`config.mk`:
```
export PLATFORM = sky130hd
export DESIGN_NAME = regwrite_scheduler
export DESIGN_NICKNAME = d
export VERILOG_FILES = /design/src/rtl/regwrite_scheduler.sv
export SDC_FILE = /design/constraint.sdc
export NUM_CORES = 1
export LEC_CHECK = 0
export ABC_AREA = 0
export CORE_MARGIN = 3
export CORE_UTILIZATION = 52
export DETAILED_ROUTE_END_ITERATION = 6
export GPL_ROUTABILITY_DRIVEN = 0
export PLACE_DENSITY_LB_ADDON = 0.15
export SYNTH_ARGS = -nofsm -noshare
export SYNTH_HDL_FRONTEND = slang
export SYNTH_SLANG_ARGS = --single-unit
export TNS_END_PERCENT = 100
```
`constraint.sdc`:
```
create_clock -name clk -period 15.5 [get_ports clk]
set_input_delay 3.875 -clock clk [delete_from_list [all_inputs] [get_ports clk]]
set_output_delay 3.875 -clock clk [all_outputs]
set_load 0.03 [all_outputs]
```
`src/rtl/regwrite_scheduler.sv`:
```
// Register-file write-back arbiter for the six-input write-data mux.
// Round-robin with optional strict-priority source and $0 discard.
module regwrite_scheduler #(
    parameter int NUM_SRC = 6,
    parameter int ADDR_W  = 5
) (
    input  logic                      clk,
    input  logic                      reset,
    input  logic [NUM_SRC-1:0]        src_valid,
    input  logic [NUM_SRC*ADDR_W-1:0] src_addr,
    output logic [NUM_SRC-1:0]        src_ready,
    input  logic                      hold,
    input  logic                      prio_en,
    input  logic [2:0]                prio_src,
    output logic [2:0]                mux_selector,
    output logic                      reg_write,
    output logic [ADDR_W-1:0]         write_reg,
    output logic                      stall,
    output logic [15:0]               write_count
);

    logic [2:0]         r_rr_ptr;
    logic [15:0]        r_write_count;

    logic [NUM_SRC-1:0] w_elig;
    logic [NUM_SRC-1:0] w_zero;
    logic [7:0]         w_elig_ext;
    logic               w_prio_ok;
    logic               w_rr_found;
    logic [2:0]         w_rr_idx;
    logic [3:0]         w_scan;
    logic               w_grant;
    logic [2:0]         w_win;
    logic [2:0]         w_ptr_next;
    logic [2:0]         w_n_elig;
    logic [ADDR_W-1:0]  w_win_addr;
    logic [NUM_SRC-1:0] w_win_onehot;

    always_comb begin
        w_elig = '0;
        w_zero = '0;
        w_n_elig = '0;
        for (int i = 0; i < NUM_SRC; i++) begin
            w_elig[i] = src_valid[i] &&
                        (src_addr[i*ADDR_W +: ADDR_W] != '0);
            w_zero[i] = src_valid[i] &&
                        (src_addr[i*ADDR_W +: ADDR_W] == '0);
            w_n_elig = w_n_elig + {2'b00, w_elig[i]};
        end
    end

    // Padded so out-of-range prio_src (6, 7) reads as not eligible.
    assign w_elig_ext = {{(8-NUM_SRC){1'b0}}, w_elig};
    assign w_prio_ok  = prio_en && (prio_src < 3'(NUM_SRC)) &&
                        w_elig_ext[prio_src];

    always_comb begin
        w_rr_found = 1'b0;
        w_rr_idx   = '0;
        w_scan     = '0;
        for (int k = 0; k < NUM_SRC; k++) begin
            w_scan = {1'b0, r_rr_ptr} + 4'(k);
            if (w_scan >= 4'(NUM_SRC))
                w_scan = w_scan - 4'(NUM_SRC);
            if (!w_rr_found && w_elig[w_scan[2:0]]) begin
                w_rr_found = 1'b1;
                w_rr_idx   = w_scan[2:0];
            end
        end
    end

    assign w_grant = !hold && (w_prio_ok || w_rr_found);
    assign w_win   = w_prio_ok ? prio_src : w_rr_idx;
    assign w_ptr_next = (w_win == 3'(NUM_SRC-1)) ? 3'd0
                                                 : w_win + 3'd1;

    always_comb begin
        w_win_addr   = '0;
        w_win_onehot = '0;
        for (int i = 0; i < NUM_SRC; i++) begin
            if (w_grant && (w_win == 3'(i))) begin
                w_win_addr      = src_addr[i*ADDR_W +: ADDR_W];
                w_win_onehot[i] = 1'b1;
            end
        end
    end

    always_comb begin
        src_ready    = '0;
        reg_write    = 1'b0;
        mux_selector = '0;
        write_reg    = '0;
        stall        = 1'b0;
        if (reset) begin
            src_ready = w_win_onehot | w_zero;
            reg_write = w_grant;
            if (w_grant) begin
                mux_selector = w_win;
                write_reg    = w_win_addr;
            end
            stall = w_n_elig > {2'b00, w_grant};
        end
    end

    assign write_count = r_write_count;

    // Priority grants leave the pointer so round-robin order is preserved.
    always_ff @(posedge clk) begin
        if (!reset) begin
            r_rr_ptr      <= '0;
            r_write_count <= '0;
        end else begin
            if (w_grant && !w_prio_ok)
                r_rr_ptr <= w_ptr_next;
            if (w_grant && (r_write_count != 16'hFFFF))
                r_write_count <= r_write_count + 16'd1;
        end
    end

endmodule

```
[Word level (Yosys, flattened, before mapping)]
Cells that the tools add are included.
Operators by class
  bitwise logic cells: 1
  reductions and logical operators: 49
  add/sub/neg operators: 18
  magnitude comparators: 15
  equality and inequality tests: 6
  multiplexer cells: 53
Operators with widths (count)
  $mux W3: 16
  $mux W5: 8
  $logic_not A5 Y1: 6
  $reduce_bool A5 Y1: 6
  $logic_and A1 B1 Y1: 28
  $lt A3 B4 Y1 const B: 7
  $bmux W1 S3: 7
  $mux W1: 21
  $ge A4 B3 Y1 const B: 5
  $sub A3 B3 Y3 const B: 6
  $add A16 B1 Y16 const B: 1
  $ne A16 B16 Y1 const B: 1
  $add A3 B1 Y3: 3
  $add A3 B2 Y4 const B: 2
  $add A3 B3 Y4 const B: 2
  $logic_not A1 Y1: 7
  $eq A3 B2 Y1 const B: 2
  $eq A3 B3 Y1 const B: 2
  $mux W6: 1
  $or A6 B6 Y6: 1
  $add A3 B1 Y4 const B: 1
  $add A2 B1 Y3: 1
  $add A3 B1 Y3 const B: 1
  $eq A3 B1 Y1 const B: 1
  other kinds (6): 6
Storage, ports and cells
  bits of input ports: 43
  logic and storage cells: 144
  register bits: 19

[Logic depth before layout (Yosys ltp)]
  depth in word-level cells: 31
  gate-level depth with buffers: 20
  depth with buffers taken out: 15

[Least setup slack after synthesis]
Ideal clock, no wire load.
  path type: input port to output port
  start point: in src_addr[29]
  end point: out write_reg[0]
  stages on the path: 17
  setup slack: 3381 ps
  data required time: 11625 ps
  buffers on the path: 4
  arrival time: 8244 ps
  path through: or4_4 o211ai_2 a211oi_1 or3_1 clkbuf_1 or4_1 o211ai_1 a22o_1 or2_1 buf_2 buf_2 ha_1 clkbuf_1 nor2_1 mux2_2 a211o_1 a2111oi_2
On the way
  word-level cells in the longest chain between the ends: 31
  elaborated cells on any way between the ends: 62
  those cells by class: 5 x eq/ne; 35 x mux; 22 x reduce/logical
RTL lines
  start, declared: line 10  | input logic [NUM_SRC*ADDR_W-1:0] src_addr,
  $reduce_bool A5 Y1 (*): line 45  | (src_addr[i*ADDR_W +: ADDR_W] != '0);
  $logic_and A1 B1 Y1 (*): line 44  | w_elig[i] = src_valid[i] &&
  $bmux W1 S3: line 65  | if (!w_rr_found && w_elig[w_scan[2:0]]) begin
  $mux W1 (not written as such): line 65
  $mux W1: line 65
  $logic_not A1 Y1: line 65
  $logic_and A1 B1 Y1: line 65
  $mux W1: line 65
  [... 10 more ...]
  $logic_and A1 B1 Y1: line 65
  $mux W3 / $mux W1 (equally long branches): line 65
  $mux W3 / $logic_or A1 B1 Y1 (equally long branches): line 73, 72
  $logic_not A3 Y1 / $logic_and A1 B1 Y1 (equally long branches): line 81, 72
  $logic_and A1 B1 Y1: line 81  | if (w_grant && (w_win == 3'(i))) begin
  $mux W5 (6 in series): line 81
  $mux W5 (*): line 97  | if (w_grant) begin
  $mux W5 (*): line 94  | if (reset) begin
  end, declared: line 17  | output logic [ADDR_W-1:0] write_reg,
Mark *: on every way between the ends. The rest lies on a longest branch, timed or not. The select of a mux whose other input is x is not followed.

[Worst setup path in the final report]
  start point: in src_addr[29]
  end point: out write_reg[1]
Same word-level chain as after synthesis.

==> impl_summary.log <==
INFO  metric worst_r2r_startpoint = r_rr_ptr[0]
INFO  metric area_used_by_multi_input_combinational_logic = 0.002333 sq mm
INFO  metric grt.busiest_layer = met2
INFO  metric power_density = 227.5 mW/mm^2
INFO  metric timing.critical_path.to_type = output port
INFO  metric area_of_all_sequential_standard_cells = roughly 380 sq um
INFO  metric rr_worst_depth = 14
INFO  metric tns = 0 ns
INFO  metric cts_max_level = 1
INFO  metric use_met2 = 0.4454
INFO  metric max_cap_viol_count = 0
INFO  metric pin_count_of_the_biggest_net_entering_global_routing = 28
INFO  metric syn_area_per_cell = ~7.5 sq um
INFO  metric cts_sinks = 19
INFO  metric finalNetCount = ~500
INFO  metric min_path_type = reg2reg
INFO  metric clk_latency = around 0.25 ns
INFO  metric max_freq = roughly 0.075 GHz
INFO  metric synth.cells.most_frequent = nor2_1 (33), nand2_1 (29), dfxtp_1 (19)
INFO  metric wl_per_cell = ~17 microns
INFO  metric crit_path_frequent_cell = clkdlybuf4s50_1
INFO  metric groute.layer.met1.usage = 0.3764
INFO  metric post_synth_inst_count = around 380
INFO  metric antenna_cells = 0
INFO  metric grt_setup_unrepaired = no
INFO  metric grt_util_all_layers = 0.2711
INFO  metric core.rowCount = 26
INFO  metric post-place-ws = ~2.4 ns
INFO  metric cts_hold_buf = 0
INFO  metric warning_count_from_the_yosys_run = 0
INFO  metric congestion_overflow_gr = 0
INFO  metric postLayoutCellArea = between 0.003 and 0.004 sq mm
INFO  metric cp.arrival = roughly 9.4 ns
INFO  metric post_synth_main_area_contributors = dfxtp_1 (13%), ha_1 (5.3%), nor2_1 (4.4%)
INFO  metric synthMostInstantiatedCell = nor2_1
INFO  metric detailed_placement_hpwl = between 7000 and 8000 microns
INFO  metric finClkSkew = roughly 0.003 ns
INFO  metric area_growth = 29.21%
INFO  metric synth-main-ff-cell = dfxtp_1
INFO  metric asyncSetResetFlopFracSynth = 0
INFO  metric residual_drc = 0
INFO  metric crit_path_max_fanout = 14
INFO  metric peak_supply_drop = 164.3 uV
INFO  metric vias = ~3300
INFO  metric first_iter_violations = between 400 and 500
INFO  metric ios = 75
INFO  metric floorplan_core_area = 0.005205 sq mm
INFO  metric setup.worst_path.class = in2out
INFO  metric drt_via_density = between 6 and 7
INFO  metric synth.distinct_cells = 65
INFO  metric hold_path_depth = 2
INFO  metric worst_setup_path_start_kind = input port
INFO  metric critPathMaxStageDelay = about 0.74 ns
INFO  metric clockBufferDepth = 2
INFO  metric ff2ff_setup_slack = about 11 ns
INFO  metric layout_worst_path_cycle_share = 0.8547
INFO  metric synth_top_area_frac = 0.1339
INFO  metric postPlaceCellArea = between 0.003 and 0.004 sq mm
INFO  metric max_slew_margin = 0.3873
INFO  metric drive_gt1_frac = 0.09910
INFO  metric outcome = completed
INFO  metric holdPathEnd = write_count[12]
INFO  metric final.min_clock_period = 13.25 ns
INFO  metric die_y = between 70 and 80 microns
INFO  metric cts-buffers-inserted = 3
INFO  metric cp.required = approximately 12 ns
INFO  metric via_count_of_the_first_global_routing_pass = approximately 3000
INFO  metric floorplan.die_area = approximately 0.0064 sq mm
INFO  metric yosysTopAreaCell = dfxtp_1
INFO  metric leakage = 1.288 nW
INFO  metric critical_path.slowest_cell = clkdlybuf4s50_1
INFO  metric postSynthRegisterBits = 19
INFO  metric worst_hold_startpoint = write_count[12]
INFO  metric port-buffer-count = 74
INFO  metric final_slew_viol_count = 0
INFO  metric cts_tree = yes
INFO  metric clk_pin_slew_worst_paths = 0.07 ns
INFO  metric synth_sequential_area_ratio = 0.1339
INFO  metric number_of_gates_resized_after_cts = 0
INFO  metric timing.final.ws_setup = about 2.3 ns
INFO  metric timing.rr.end = r_rr_ptr[2]
INFO  metric initial_core_util = 0.5457
INFO  metric use_met3 = 0.03273
INFO  metric drt.antenna.violating_nets = 0
INFO  metric filler_cell_count = roughly 450
INFO  metric antenna_found_initial = 0
INFO  metric critPathLaunch = src_addr[29]
INFO  metric final_report_setup_violation_count = 0
INFO  metric syn-num-nets = about 440
INFO  metric synth_area = ~0.0028 sq mm
INFO  metric postCtsSetupBuffers = 0
INFO  metric cp_cell_sequence = clkdlybuf4s50_1 > or4_4 > o211ai_2 > a211oi_1 > or3_1 > or4_1 > o211ai_1 > a22o_1 > or2_1 > ha_1 > nor2_1 > mux2_2 > a211o_1 > a2111oi_2 > clkdlybuf4s50_1
INFO  metric die-width = between 70 and 80 microns
INFO  metric global_route_wire_length_before_repair = approximately 14000 microns
INFO  metric root_buffer = clkbuf_8
INFO  metric route.final.wire_length = between 8000 and 9000 microns
INFO  metric worst-slew-pin-transition = 0.9120 ns
INFO  metric drt-pass1-iter-count = 5
INFO  metric synth_enable_flop_cells = 0
INFO  metric hold_viol = 0
[cell families after synthesis]
family                     count (synthesis)  share of synthesized area
AOI/OAI and AO/OA                        128                     0.3595
and+or+nand+nor                          160                     0.3066
muxes                                     11                    0.04141
adders and majority gates                 15                    0.07401
xor gates and xnor gates                  13                    0.04009
buffers and inverters                     32                    0.04449
DFF                                       19                     0.1339
[report_power, final]
| part | switching [mW] | internal (mW) |
|---|---|---|
| clock | 0.0166 | 0.0183 |
| combinational | 0.443 | 0.287 |
| sequential | 0.0154 | 0.0547 |
[critical path: cells and delay by family]
family,cells,cell delay (ns)
buffers and inverters,2,1.16
multiplexers,1,0.29
adder cells (fa/ha/maj),1,0.47
AO/OA/AOI/OAI,6,1.47
AND/OR/NAND/NOR,5,2.10
[per-layer routing]
layer,share of wire,wire length [microns],vias to the layer above
met5,0,0,-
met4,0.015,138,0
met3,0.086,775,20
li1,-,-,1552
met1,0.43,3878,1512
met2,0.47,4178,196
[how the worst max path moves through the flow]
stage,cells past startpoint,endpoint,slack (ns)
after detailed placement,15,write_reg[1],2.36
after CTS,15,write_reg[1],2.35
after global routing,15,write_reg[1],2.02
after global placement,15,write_reg[3],2.49
final,15,write_reg[1],2.25
after floorplan,17,write_reg[0],3.38
[flip-flops by register name, indices dropped and copies added, names as in the netlist]
register and count:
write_count 16, r_rr_ptr 3
[per-stage QoR]
stage                     hold slack [ns]  std cells  utilization  power, mW
after floorplan                    0.6194        378            -     0.6169
after global placement             0.4941        510       0.6964     0.7589
after detailed placement           0.5183        510       0.6964     0.7784
after CTS                          0.5277        514       0.7050     0.8156
after global routing               0.5717        514       0.7050     0.8892
final                              0.5211        514       0.7050     0.8348
[placed cells by master (no fill, tap or decap), types with 5 or more instances in the layout]
master,synthesis,layout
a2111oi_2,5,5
a211o_1,9,9
a211oi_1,8,8
a21boi_0,9,9
a21oi_1,16,16
a22oi_1,6,6
and2_1,16,16
clkdlybuf4s50_1,0,74
dfxtp_1,19,19
ha_1,12,12
inv_1,16,16
mux2_2,6,6
mux2i_1,5,5
nand2_1,29,29
nand2b_1,8,8
nand3_1,10,10
nor2_1,33,33
nor2b_1,7,7
nor3_1,18,18
o211ai_1,15,15
o21ai_0,13,13
o21ai_1,6,6
o31ai_1,5,5
or3_1,12,12
or4_4,7,7
xnor2_1,8,8
xor2_1,5,5
[final cells by class]
type / count / area share
Sequential cell: 19 / 0.1036
Clock buffer: 4 / 0.01227
Timing Repair Buffer: 76 / 0.2059
Multi-Input combinational cell: 327 / 0.6359
Inverter: 18 / 0.01841
Tap cell: 70 / 0.02387
Note: power is estimated with default switching activity, not from simulation.
